## config.mk

```make
export PLATFORM = sky130hd
export DESIGN_NAME = rst_seq_gen
export DESIGN_NICKNAME = d
export VERILOG_FILES = /design/src/rtl/rst_seq_pkg.sv /design/src/rtl/rst_ch_pulse.sv /design/src/rtl/rst_seq_gen.sv
export SDC_FILE = /design/constraint.sdc
export NUM_CORES = 1
export LEC_CHECK = 0
export CORE_MARGIN = 2
export CORE_UTILIZATION = 37
export DETAILED_ROUTE_END_ITERATION = 10
export DONT_BUFFER_PORTS = 1
export REMOVE_ABC_BUFFERS = 1
export SLEW_MARGIN = 5
export SYNTH_ARGS = -nofsm -noshare
export SYNTH_HDL_FRONTEND = slang
export SYNTH_SLANG_ARGS = --single-unit
export TNS_END_PERCENT = 5
```

## constraint.sdc

```tcl
create_clock -name tb_clk -period 2.6 [get_ports tb_clk]
set_clock_uncertainty 0.05 [all_clocks]
set_input_delay 0.26 -clock tb_clk [delete_from_list [all_inputs] [get_ports tb_clk]]
set_output_delay 0.26 -clock tb_clk [all_outputs]
set_load 0.02 [all_outputs]
```

## src/rtl/rst_seq_pkg.sv

```systemverilog
// rst_seq_pkg: shared FSM state encodings and release-mode constants for the reset sequencer.
package rst_seq_pkg;
  typedef enum logic [1:0] {ST_HOLD = 2'b00, ST_RELEASE = 2'b01, ST_RUN = 2'b10} state_e;
  localparam int MODE_SIMUL = 0;
  localparam int MODE_STAGGER = 1;
endpackage

```

## src/rtl/rst_ch_pulse.sv

```systemverilog
// rst_ch_pulse: one reset channel, held by the sequencer via force_i or pulsed for HOLD_CYCLES by a retriggerable soft request.
module rst_ch_pulse #(
  parameter int HOLD_CYCLES = 4
) (
  input  logic clk,
  input  logic rst,
  input  logic force_i,
  input  logic trig_i,
  output logic rst_o
);
  localparam int W = $clog2(HOLD_CYCLES + 1);
  logic [W-1:0] rem_q;
  logic rst_q;
  // rem_q counts edges still to hold after this one; reaching zero releases the channel
  always_ff @(posedge clk) begin
    if (rst || force_i) begin
      rst_q <= 1'b1;
      rem_q <= '0;
    end else if (trig_i) begin
      rst_q <= 1'b1;
      rem_q <= W'(HOLD_CYCLES - 1);
    end else begin
      rst_q <= rem_q != '0;
      rem_q <= rem_q - W'(rem_q != '0);
    end
  end
  assign rst_o = rst_q;
endmodule

```

## src/rtl/rst_seq_gen.sv

```systemverilog
// rst_seq_gen: power-on reset sequencer releasing NUM_CH channels simultaneously or staggered, then serving soft-reset pulses.
module rst_seq_gen
  import rst_seq_pkg::*;
#(
  parameter int NUM_CH      = 7,
  parameter int HOLD_CYCLES = 4,
  parameter int STAGGER     = 2,
  parameter int SEQ_MODE    = 1
) (
  input  logic              tb_clk,
  input  logic              tb_rst,
  input  logic [1:NUM_CH]   sw_rst_req,
  output logic [1:NUM_CH]   rst_out,
  output logic              seq_done,
  output logic [1:0]        seq_state
);
  localparam int LAST = STAGGER * (NUM_CH - 1);
  localparam int CMAX = HOLD_CYCLES > LAST ? HOLD_CYCLES : LAST;
  localparam int CW = $clog2(CMAX + 1);
  // a single channel has nothing to stagger, so it takes the simultaneous path
  localparam bit DIRECT = (SEQ_MODE == MODE_SIMUL) || (NUM_CH == 1);
  state_e state_q;
  logic [CW-1:0] cnt_q, cnt_d;
  logic done_q, hold_end;
  logic [1:NUM_CH] rel_d;
  assign cnt_d = cnt_q == CW'(CMAX) ? cnt_q : cnt_q + 1'b1;
  assign hold_end = state_q == ST_HOLD && cnt_q == CW'(HOLD_CYCLES);
  always_ff @(posedge tb_clk) begin
    if (tb_rst) begin
      state_q <= ST_HOLD;
      cnt_q <= '0;
      done_q <= 1'b0;
    end else begin
      case (state_q)
        ST_HOLD: begin
          if (hold_end) begin
            state_q <= DIRECT ? ST_RUN : ST_RELEASE;
            cnt_q <= '0;
            done_q <= DIRECT;
          end else cnt_q <= cnt_d;
        end
        ST_RELEASE: begin
          cnt_q <= cnt_d;
          if (cnt_d == CW'(LAST)) begin
            state_q <= ST_RUN;
            done_q <= 1'b1;
          end
        end
        ST_RUN: done_q <= 1'b1;
        default: begin
          state_q <= ST_HOLD;
          cnt_q <= '0;
          done_q <= 1'b0;
        end
      endcase
    end
  end
  // rel_d marks channels whose sequencer hold is lifted on this edge
  for (genvar i = 1; i <= NUM_CH; i++) begin : g_ch
    assign rel_d[i] = state_q == ST_RUN || (hold_end && (i == 1 || DIRECT)) ||
                      (state_q == ST_RELEASE && int'(cnt_d) >= STAGGER * (i - 1));
    rst_ch_pulse #(.HOLD_CYCLES(HOLD_CYCLES)) u_ch (
      .clk(tb_clk),
      .rst(tb_rst),
      .force_i(~rel_d[i]),
      .trig_i(state_q == ST_RUN && sw_rst_req[i]),
      .rst_o(rst_out[i])
    );
  end
  assign seq_done = done_q;
  assign seq_state = state_q;
endmodule

```

## After elaboration in Yosys (flattened, before gate mapping)

Cells that the tools add are included.

- Bits in registers: 35
- Latch bits: 0
- Bits in writable memories: 0
- Memory bits (read-only): 0
- Memories: 0

- $add $sub $neg: 8
- Multipliers: 0
- Divide/modulo/power cells: 0
- $lt $le $gt $ge: 6
- Equal/unequal tests: 7
- Shift operators: 0
- Multiplexer cells: 16
- Bitwise operators: 8
- Reduce and logical (&&, ||, !) cells: 46

Operators with widths:

| cell | count |
|---|---|
| nonzero test 3 bit | 7 |
| subtractor 3 x 1 -> 3 bit | 7 |
| two-way mux 2 bit | 9 |
| logical OR 1 bit | 15 |
| logical AND 1 bit | 14 |
| OR reduction 2 bit | 7 |
| >= comparator 4 bit, second input constant | 3 |
| case mux 4 bit (3 select lines) | 1 |
| == test 4 bit, second input constant | 2 |
| >= comparator 4 x 3 -> 1 bit, second input constant | 2 |
| two-way mux 4 bit | 2 |
| inverter 1 bit | 8 |
| case mux 2 bit (3 select lines) | 1 |
| adder 4 x 1 -> 4 bit, second input constant | 1 |
| == test 4 x 3 -> 1 bit, second input constant | 1 |
| >= comparator 4 x 2 -> 1 bit, second input constant | 1 |
| inequality test 2 bit, second input constant | 2 |
| case mux 1 bit (3 select lines) | 1 |
| AND reduction 3 bit | 1 |
| == test 2 x 1 -> 1 bit, second input constant | 1 |
| == test 2 bit, second input constant | 1 |
| zero test 2 bit | 1 |
| two-way mux 1 bit | 2 |
| AND reduction 2 bit | 1 |

## Logic depth before layout (Yosys ltp)

- Word-level depth: 8
- Gate-level depth with buffers: 7

## Cells and area by module

From an unflattened synthesis, not the netlist that was laid out.

- Cell total of the unflattened synthesis: 194
- Area, all modules: 1816.7 um^2

By module, submodules not included:

| module | times used | cells each | area an instance (um^2) |
|---|---|---|---|
| rst_ch_pulse | 7 | 15 | 165.2 |
| rst_seq_gen | 1 | 89 | 660.6 |

## Worst setup path after synthesis

OpenSTA, ideal clock, no wires.

- Path type: register -> register
- Start: register cnt_q[0]
- End: register g_ch[2].u_ch.rst_q
- Arrival time: 1827 ps
- Slack: 589 ps
- Stages on the path, launching flop included: 8
- Buffers on the path: 0
- Period minus slack after synthesis: 2011 ps
- Path through: dfxtp_1 > inv_1 > ha_1 > a21boi_1 > a21oi_2 > nor3_1 > a21o_1 > or4b_1

- Cells in the longest elaborated chain, start to end: 8
- Elaborated cells on any way between the ends: 9
- Those cells by class: add/sub: 1; order compare: 1; eq/ne: 1; mux: 1; bitwise: 1; reduce/logical: 4

RTL lines:

| what | line | text |
|---|---|---|
| start, declared | rst_seq_gen.sv:23 | `logic [CW-1:0] cnt_q, cnt_d;` |
| start signal, assigned | rst_seq_gen.sv:40 | `end else cnt_q <= cnt_d;` |
| start signal, assigned | rst_seq_gen.sv:43 | `cnt_q <= cnt_d;` |
| adder 4 x 1 -> 4 bit or == test 4 bit (tied branches) | rst_seq_gen.sv:26 | `assign cnt_d = cnt_q == CW'(CMAX) ? cnt_q : cnt_q + 1'b1;` |
| two-way mux 4 bit (*) | rst_seq_gen.sv:26 |  |
| >= comparator 4 x 2 -> 1 bit (*) | rst_seq_gen.sv:61 | `(state_q == ST_RELEASE && int'(cnt_d) >= STAGGER * (i - 1));` |
| logical AND 1 bit (*) | rst_seq_gen.sv:61 |  |
| logical OR 1 bit (*) | rst_seq_gen.sv:60 | `assign rel_d[i] = state_q == ST_RUN \|\| (hold_end && (i == 1 \|\| DIRECT)) \|\|` |
| inverter 1 bit (*) | rst_seq_gen.sv:65 | `.force_i(~rel_d[i]),` |
| logical OR 1 bit (*) | rst_ch_pulse.sv:16 | `if (rst \|\| force_i) begin` |
| OR reduction 2 bit (no source line) (*) | - |  |
| end signal, assigned | rst_ch_pulse.sv:17 | `rst_q <= 1'b1;` |
| end signal, assigned | rst_ch_pulse.sv:20 | `rst_q <= 1'b1;` |
| end signal, assigned | rst_ch_pulse.sv:23 | `rst_q <= rem_q != '0;` |
| end, declared | rst_ch_pulse.sv:13 | `logic rst_q;` |

Every way passes the cells marked *; elsewhere a longest branch is shown, timed or not.
A chain may end at the register's enable or synchronous reset.

## Worst setup path in the final report

Ends and elaborated chain as after synthesis.

==> out/results.txt <==
Total Nets Final = 229
most used cells in the layout excluding fill and tap cells = sky130_fd_sc_hd__dfxtp_1 (35), sky130_fd_sc_hd__inv_1 (24), sky130_fd_sc_hd__ha_1 (20)
level count of the clock H-tree = 2
highest metal used = met4
die boundary height = 73.71 um
antenna-violating nets left = 0
Flop pwr share = 44.7%
Num Clock Sinks = 35
proportion of power drawn by the clock network = 27.3%
Die Span X = 73.71 um
Hold WS = 0.02597 ns
maximum clock frequency = 436.9 MHz
met2 WL = 1334 um
layout cell share with drive strength beyond 1 = 5.970%
number of buffers on the longest clock path = 2
slowest stage cell on the critical path = sky130_fd_sc_hd__or4b_1
Slew Limit Fails = 0
Die Outline Area = 0.005433 sq mm
synth-to-layout area growth = 5.846%
largest family of logic cells by synthesized area = simple AND/OR/NAND/NOR gates
DRT met1 WL = 1634 um
Synth Area in Simple Gates = 16.91%
final weighted congestion in routability-driven placement = 0.7678
count of cell types in the netlist = 37
max-capacitance violation count = 0
share of the core filled with cells in the final layout = 40.56%
detailed-placement wirelength estimate = 2403 um
area share of fa/ha/maj cells after synthesis = 13.92%
number of CTS-inserted buffers = 5
Slowest Stage Delay on Critical Path = 0.49 ns
Worst Tran Pin Value = 0.5337 ns
sum of negative setup slack = 0 ns
type of the worst setup path = reg2reg
Port Buf Inserts = 0
source-to-sink clock delay at the later pin of the worst-skew pair = 0.29 ns
Pint = 904.3 uW
wire length of the first global-routing pass = 5733 um
Worst Setup Slack post-DPL = 0.3614 ns
Final setup viols = 0
CP Data Arrival Time = 2.41 ns
met3 routed wirelength = 257 um
number of storage elements in the synthesis netlist = 35
most common cell after layout, fill and taps aside = sky130_fd_sc_hd__dfxtp_1
min cycle time layout = 2.289 ns
core box area = 0.004692 sq mm
non-filler cells in the finished layout = 255
DR iter-0 viols = 48
remaining routing DRC violations = 0
kind of cell adding the most delay to the critical path = compound AO/OA/AOI/OAI gates
Clk pin slew, worst setup/hold paths = 0.07 ns
vias in the first global route = 1228
warning count from the yosys run = 0
sequential area share after synthesis = 38.97%
DRT Wirelength = 3316 um
Max Fanout on Critical Path = 9
average wire per standard cell = 13.00 um
multi-input combinational cell area = 927.1 sq um
GRT Total Usage = 13.88%
switching portion of total power = 36.21%
outcome = completed
P_leak = 0.0007764 uW
area fraction in compound gates after synthesis = 15.66%
TritonCTS clock tree = built
starting utilization of the core area = 38.32%
P_sw = 513.2 uW
pin count of the biggest net entering global routing = 15
power density cells = 744.9 mW/mm^2
mean instance size in the synthesized netlist = 8.901 sq um
combinational share of power = 28.1%
placement row count = 25
boundary pin count = 19
worst supply voltage drop on vdd = 0.4132 mV
Worst setup SP type = flop
Worst Path Buf+Inv = 1
# placed instances = 246
class of the tightest hold or removal check = in2reg
Crit path required time = 2.72 ns
Cells after Synth = 202
cell area after technology mapping = 0.001798 sq mm
Critical Path, Cell by Cell = inv_1 -> ha_1 -> a21boi_1 -> a21oi_2 -> nor3_1 -> a21o_1 -> or4b_1
Post-Synth XOR/XNOR Area = 3.410%
ant diodes = 0
worst slew slack as a fraction of its limit = 64.26%
Clock Tree Root = sky130_fd_sc_hd__clkbuf_8
global-route congestion overflow total = 0
length of the first detailed-routing pass in iterations = 4
via count = 1326
Worst Setup Slack, final = 0.3110 ns
sequential cell area = 700.7 sq um
number of antenna violations at the first check in global routing = 0
RSZ-0062 raised after global routing = no
final worst path period share = 88.04%
endpoints failing hold = 0
Layout fillers = 482
post-detailed-route via-to-cell ratio = 5.200
mux share of post-synthesis cell area = 1.670%
type of destination of the critical path = flop
## final timing paths
kind	end	depth (start not counted)	slack (ns)	from
max	g_ch[2].u_ch.rst_o	7	0.31	cnt_q[0]
min	g_ch[2].u_ch.rst_o	1	0.03	tb_rst
max reg2reg	g_ch[2].u_ch.rst_o	7	0.31	cnt_q[0]
min reg2reg	g_ch[6].u_ch.rem_q[2]	2	0.49	g_ch[6].u_ch.rem_q[2]
## cell families (layout without fill, tap and decap cells)
kind of cell	count (synthesis)	in the layout
flops	35	35
fa+ha+maj	20	20
buf+inv	37	36
simple gates	57	57
xor+xnor	7	7
mux	3	3
compound gates	43	43
## metal layers
metal / vias to the layer above / global-route usage, %
met5: - / 0
met4: 0 / 5.051
met3: 7 / 6.173
met2: 34 / 20.04
met1: 597 / 18.14
li1: 688 / -
## area by class of cell
cell class | instances | share of cell area, %
multi-input combinational | 130 | 48.72
sequential | 35 | 36.82
inverter | 24 | 4.734
clock buffer | 6 | 3.813
tap | 54 | 3.550
timing repair buffer | 4 | 1.709
clock inverter | 2 | 0.6575
## power groups by stage
stage | clock (uW) | combinational (uW) | sequential (uW)
finish | 386 | 398 | 633
global route | 431 | 453 | 639
CTS | 406 | 398 | 632
detailed placement | 0 | 391 | 644
global placement | 0 | 389 | 642
floorplan | 0 | 287 | 643
## sequential cells by signal, summed over array words and instances, names as in the netlist
name / count
g_ch.u_ch.rst_o: 7
g_ch.u_ch.rem_q: 21
cnt_q: 4
seq_state: 2
seq_done: 1
## stage by stage
stage | total power [uW] | cell area (sq um)
floorplan | 930.4 | 1718
global placement | 1032 | 1808
detailed placement | 1035 | 1808
global route | 1523 | 1903
CTS | 1436 | 1903
finish | 1418 | 1903
## cell usage after synthesis (all sizes together)
| cell | n | share of area [%] |
|---|---|---|
| dfxtp | 35 | 39 |
| inv | 24 | 5.0 |
| ha | 20 | 14 |
| a21oi | 17 | 4.9 |
| nand2 | 14 | 2.9 |
| nor2 | 10 | 2.1 |
| buf | 9 | 3.6 |
| or3 | 9 | 3.1 |
| nor3 | 7 | 1.9 |
| o21ai | 6 | 1.7 |
| xor2 | 6 | 2.9 |
| clkbuf | 4 | 0.83 |
| nand3b | 4 | 1.7 |
| a211oi | 3 | 1.3 |
| and3 | 3 | 1.0 |
| mux2i | 3 | 1.7 |
| nand4b | 3 | 1.5 |
| o211ai | 3 | 1.3 |
| a2111oi | 2 | 0.97 |
| a22oi | 2 | 0.83 |
| a31oi | 2 | 0.70 |
| nand3 | 2 | 0.56 |
| o2111ai | 2 | 0.97 |
| a211o | 1 | 0.49 |
| a21boi | 1 | 0.42 |
| a21o | 1 | 0.42 |
| a41oi | 1 | 0.90 |
| and2 | 1 | 0.35 |
| nand2b | 1 | 0.35 |
| nor2b | 1 | 0.35 |
| o21a | 1 | 0.42 |
| o31ai | 1 | 0.42 |
| or3b | 1 | 0.49 |
| or4b | 1 | 0.56 |
| xnor2 | 1 | 0.49 |
## what timing repair did
| item | 4_1_cts | 5_1_grt |
|---|---|---|
| setup buffers | 0 | 0 |
| setup endpoints to repair | 0 | 0 |
| hold buffers | 1 | 0 |
| endpoints found under the hold margin | 12 | 0 |
| gates resized for setup | 0 | 0 |
Power figures use the tool's default switching activity.
